**src/rtl/filter_bank_readout.sv**
```systemverilog
// filter_bank_readout
//   Snapshots all filter-bank band values on an eligible sample strobe and
//   streams them out one band per beat over valid/ready, with first/last
//   frame markers. Eligible strobes that arrive while a frame is still being
//   sent are dropped and raise a sticky overrun flag.
//
// Ports
//   clk, reset        : single clock, synchronous active-high reset
//   i_sample_strobe   : one-cycle pulse, i_bands valid this cycle
//   i_bands           : TOTAL_FILTERS packed band values, band 0 in the LSBs
//   o_data / o_index  : current band value and its band number
//   o_valid / i_ready : beat handshake
//   o_first / o_last  : markers on band 0 and band TOTAL_FILTERS-1
//   o_busy            : a frame is held
//   o_overrun         : sticky drop flag, cleared by i_clear_overrun
//
// States
//   S_IDLE | no frame held, waiting for an eligible strobe
//   S_SEND | snapshot held, offering beat o_index
module filter_bank_readout #(
  parameter int BITS_PER_ELEM = 8,
  parameter int TOTAL_FILTERS = 8,
  parameter int BAND_BITS     = 16,
  parameter int DECIMATE      = 1
) (
  input  logic                               clk,
  input  logic                               reset,
  input  logic                               i_sample_strobe,
  input  logic [TOTAL_FILTERS*BAND_BITS-1:0] i_bands,
  output logic [BAND_BITS-1:0]               o_data,
  output logic [$clog2(TOTAL_FILTERS)-1:0]   o_index,
  output logic                               o_valid,
  input  logic                               i_ready,
  output logic                               o_first,
  output logic                               o_last,
  output logic                               o_busy,
  output logic                               o_overrun,
  input  logic                               i_clear_overrun
);

  localparam int IW = $clog2(TOTAL_FILTERS);
  localparam int DW = (DECIMATE > 1) ? $clog2(DECIMATE) : 1;
  localparam logic [IW-1:0] IDX_PENULT = IW'(TOTAL_FILTERS - 2);
  localparam logic [DW-1:0] DCNT_MAX   = DW'(DECIMATE - 1);

  // BITS_PER_ELEM only documents the upstream tap width.
  if (TOTAL_FILTERS < 2 || DECIMATE < 1 || BITS_PER_ELEM < 1) begin : g_bad_params
    $error("filter_bank_readout: illegal parameter set");
  end

  typedef enum logic {S_IDLE, S_SEND} state_t;

  state_t                state;
  logic [DW-1:0]         dcnt;
  logic [BAND_BITS-1:0]  snap [TOTAL_FILTERS];
  logic                  eligible;
  logic                  last_accept;
  logic                  start_frame;
  logic                  drop;
  logic [IW-1:0]         idx_next;

  assign eligible    = i_sample_strobe && (dcnt == '0);
  assign last_accept = (state == S_SEND) && i_ready && o_last;
  // A strobe aligned with the final accepted beat chains straight into a new
  // frame; any other eligible strobe during SEND is a drop.
  assign start_frame = eligible && ((state == S_IDLE) || last_accept);
  assign drop        = eligible && (state == S_SEND) && !last_accept;
  assign idx_next    = o_index + 1'b1;

  assign o_valid = (state == S_SEND);
  assign o_busy  = (state == S_SEND);

  always_ff @(posedge clk) begin
    if (reset) begin
      state     <= S_IDLE;
      dcnt      <= '0;
      o_index   <= '0;
      o_data    <= '0;
      o_first   <= 1'b0;
      o_last    <= 1'b0;
      o_overrun <= 1'b0;
      for (int k = 0; k < TOTAL_FILTERS; k++) snap[k] <= '0;
    end else begin
      if (i_sample_strobe)
        dcnt <= (dcnt == DCNT_MAX) ? '0 : dcnt + 1'b1;

      // Set is written after clear so a same-cycle drop wins.
      if (i_clear_overrun) o_overrun <= 1'b0;
      if (drop)            o_overrun <= 1'b1;

      if (start_frame) begin
        for (int k = 0; k < TOTAL_FILTERS; k++)
          snap[k] <= i_bands[k*BAND_BITS +: BAND_BITS];
        state   <= S_SEND;
        o_index <= '0;
        o_data  <= i_bands[BAND_BITS-1:0];
        o_first <= 1'b1;
        o_last  <= 1'b0;
      end else if (state == S_SEND && i_ready) begin
        if (o_last) begin
          state   <= S_IDLE;
          o_first <= 1'b0;
          o_last  <= 1'b0;
        end else begin
          o_index <= idx_next;
          o_data  <= snap[idx_next];
          o_first <= 1'b0;
          o_last  <= (o_index == IDX_PENULT);
        end
      end
    end
  end

endmodule

```
**config.mk**
```make
export PLATFORM = sky130hd
export DESIGN_NAME = filter_bank_readout
export DESIGN_NICKNAME = d
export VERILOG_FILES = /design/src/rtl/filter_bank_readout.sv
export SDC_FILE = /design/constraint.sdc
export NUM_CORES = 1
export LEC_CHECK = 0
export CAP_MARGIN = 20
export CORE_MARGIN = 3
export CORE_UTILIZATION = 37
export DETAILED_ROUTE_END_ITERATION = 8
export SLEW_MARGIN = 10
export SYNTH_ARGS = -nofsm -noshare
export SYNTH_HDL_FRONTEND = slang
export SYNTH_SLANG_ARGS = --single-unit
```
**constraint.sdc**
```tcl
create_clock -name clk -period 4.9 [get_ports clk]
set_clock_uncertainty 0.2 [all_clocks]
set_input_delay 0.98 -clock clk [delete_from_list [all_inputs] [get_ports clk]]
set_output_delay 0.98 -clock clk [all_outputs]
set_load 0.02 [all_outputs]
```
-- After elaboration in Yosys (flattened, before gate mapping)
Memory sizes are Yosys's and may differ from the RTL's.
Cells that the tools add are included.
- flip-flop bits (word level): 24
- bits in writable memories: 128
- logic and storage cells: 63
- memories: 1
- memories (memory ; words ; width ; rd ports ; clocked after Yosys merged registers in ; wr ports ; line ; source):
    snap ; 8 ; 16 ; 1 ; 0 ; 8 ; 55 ; logic [BAND_BITS-1:0] snap [TOTAL_FILTERS];
- add/sub/neg operators: 2
- eq/ne operators: 2
- mux-type cells: 25
- bitwise operators: 11
- reductions and logical operators: 15
- operators with widths (kind ; number):
    $mux W16 ; 11
    $mux W1 ; 14
    $or A1 B1 Y1 ; 8
    $logic_and A1 B1 Y1 ; 6
    $reduce_and A2 Y1 ; 3
    $reduce_bool A2 Y1 ; 3
    $add A3 B1 Y3 const B ; 1
    $eq A3 B3 Y1 const B ; 1
    $not A1 Y1 ; 3
    $ne A2 B1 Y1 const B ; 1
    $reduce_or A2 Y1 ; 1
    $add A1 B1 Y1 const B ; 1
    $logic_not A1 Y1 ; 1
    $logic_or A1 B1 Y1 ; 1

-- Logic depth before layout (Yosys ltp)
- depth after elaboration: 8
- depth in mapped cells: 10
- mapped depth without buffers: 6

-- Worst setup path before layout
Ideal clock, no wire load.
- kind: in2reg
- from: in reset
- to: mem snap[0][0] (enable)
- arrival time: 4339 ps
- required time: 4187 ps
- setup slack: -152 ps
- stages: 2
- path through: buf_4 > nand2b_1
- RTL lines (what ; line ; source):
    start: declaration ; 27 ; input logic reset,
    end: declaration ; 55 ;

==> impl_metrics.py <==
metrics = {
    "synthesis": {
        "synth_nets": 665,
        "synth_cell_types": 35,
        "syn-cell-area_mm2": 0.00702,
        "ys_ff_latch": 151,
        "ys_seq_area_frac": 0.613,
        "async_flop_share": 0,
        "yosysWarnings": 0,
        "synth_edf_count": 128,
        "synthFlopType": "edfxtp_1",
        "avgSynthCellArea_um2": 13.3,
        "syn_inst": 530,
    },
    "placed_design": {
        "place_congestion": 0.743,
        "pre_cts_slack_ns": 1.30,
        "placed_cells": 880,
        "dpl_cell_area_mm2": 0.00868,
        "dp_hpwl_mm": 11.6,
        "portBuffers": 156,
    },
    "sta": {
        "min_period_ns": 3.13,
        "max_slew_margin": 0.328,
        "hold_violations": 0,
        "tightest_slew_ns": 1.01,
        "worst_slack_ns": 1.77,
        "whs_ns": 0.255,
        "setup_violations": 0,
        "drv_slew": 0,
        "clock.fmax_ghz": 0.319,
        "tns_ns": 0,
        "rsz0062_at_grt": "false",
        "finalCritPeriodShare": 0.639,
    },
    "detailed_routing": {
        "num_vias": 4527,
        "wl_per_cell_um": 18.4,
        "wl_met3_mm": 1.01,
        "route.met2.wl_mm": 7.90,
        "routed_via_density": 4.95,
        "postRouteAntennaNets": 0,
        "drt_iter0_markers": 361,
        "drcViolationCount": 0,
        "first_pass_iters": 5,
        "wirelength_mm": 16.9,
        "highest_layer": "met4",
        "wl_met1_mm": 7.72,
    },
    "cts": {
        "cts_htree_levels": 4,
        "root_buffer": "clkbuf_16",
        "cts_hold_buf": 0,
        "path_clk_slew_ns": 0.06,
        "cts_buffers": 17,
        "cts_setup_buffers": 0,
        "cts_tree": "built",
        "clock_latency_ns": 0.43,
        "clockBufferDepth": 2,
        "cts.sinks": 151,
        "cts_resized": 0,
    },
    "cells_and_area": {
        "final_common_cell": "clkdlybuf4s50_1",
        "fill_cells": 1568,
        "antenna_cells": 0,
        "finalCoreUtilization": 0.510,
        "areaGrowthSynthToFinish_pct": 33.1,
        "final_cells": 915,
        "fin_area_mm2": 0.00935,
        "nets": 808,
        "drive_gt1_frac": 0.130,
        "final_cell_mix": "155 x clkdlybuf4s50_1, 128 x edfxtp_1, 64 x mux2i_1, 64 x nand3_1, 58 x and2_1",
    },
    "die": {
        "rows": 49,
        "dieHeight_um": 144,
        "die_x_um": 144,
        "core_region_area_mm2": 0.0183,
        "initial_core_util": 0.383,
        "io_pins": 157,
        "die-area_mm2": 0.0207,
    },
    "setup_path": {
        "cp.arrival_ns": 3.04,
        "crit_path_max_fanout": 64,
        "required_ns": 4.81,
        "crit_type": "in2reg",
        "start_kind": "input port",
        "worstReg2RegStart": "o_index[0]",
        "crit_path_start": "i_ready",
        "endpoint_kind": "flip-flop",
    },
    "hold_path": {
        "min-delay-start": "o_first",
        "hold_class": "reg2reg",
    },
    "power": {
        "ir_drop_mv": 0.227,
        "total_power_mw": 3.29,
        "powerDensity_mw_per_mm2": 352,
        "p_leak_nw": 3.80,
    },
    "grt": {
        "grt_max_degree": 97,
        "grt_remaining_overflow": 0,
        "grt_pass1_vias": 4601,
        "antenna_found_initial": 0,
        "grt_pass1_wl_mm": 25.4,
        "track_usage": 0.164,
    },
    "run": {
        "drv_cap": 0,
    },
    "run_status": {
        "status": "finished, final reports clean",
    },
}
## report_power, final
part	switching [mW]	internal, mW
Sequential	0.0326	1.50
Clock	0.479	0.835
Combinational	0.212	0.228
## registers in the layout (all words and copies together) (netlist names)
register / count
o_last: 1
snap: 128
o_overrun: 1
o_index: 3
o_first: 1
o_data: 16
o_busy: 1
## cells by family (layout without fill, tap and decap cells)
group | count (synthesis) | count (layout) | synth area share
muxes | 64 | 64 | 0.0912
AOI/OAI and AO/OA | 38 | 38 | 0.0422
buffers and inverters | 44 | 200 | 0.0413
xor gates and xnor gates | 4 | 4 | 0.00499
DFF | 151 | 151 | 0.613
adders and majority gates | 2 | 2 | 0.00356
and+or+nand+nor | 227 | 227 | 0.204
## layout make-up
| type | instances | area (um2) | area share |
|---|---|---|---|
| clock buffer | 26 | 520 | 0.0557 |
| timing repair buffer | 166 | 1680 | 0.180 |
| multi-input combinational | 335 | 2460 | 0.264 |
| clock inverter | 6 | 86.3 | 0.00923 |
| sequential | 151 | 4300 | 0.460 |
| tap | 229 | 287 | 0.0306 |
| inverter | 2 | 7.51 | 0.000803 |
## worst paths after layout
check / endpoint / slack [ns] / cells past startpoint
min reg2reg: o_first / 0.26 / 2
min: o_first / 0.26 / 2
max reg2reg: o_data[14] / 2.20 / 8
max: snap[4][2] / 1.77 / 5
## worst max-delay path, stage by stage
cell	delay, ns
clkdlybuf4s50_1	0.57
a21boi_4	0.09
nand2b_4	0.29
nand2b_4	0.68
buf_4	0.38
## routing by layer
layer / vias up / GRT usage
met5: - / 0
met4: 0 / 0.0530
met3: 19 / 0.0409
met2: 157 / 0.249
met1: 2136 / 0.232
li1: 2215 / -
## synthesized netlist by cell type (all sizes together), types with 2 or more instances
cell / count / area [um2]
edfxtp: 128 / 3840
xor2: 2 / 17.5
nor2: 8 / 46.3
xnor2: 2 / 17.5
nand2: 4 / 15.0
inv: 2 / 7.51
and2: 96 / 696
a21oi: 3 / 15.0
nand2b: 2 / 20.0
nand3: 64 / 320
nor2b: 34 / 213
nand4: 16 / 100
dfxtp: 23 / 460
o22ai: 15 / 93.8
clkbuf: 14 / 52.6
a211oi: 16 / 140
mux2i: 64 / 641
buf: 28 / 230
ha: 2 / 25.0
(Power assumes the default switching activity.)
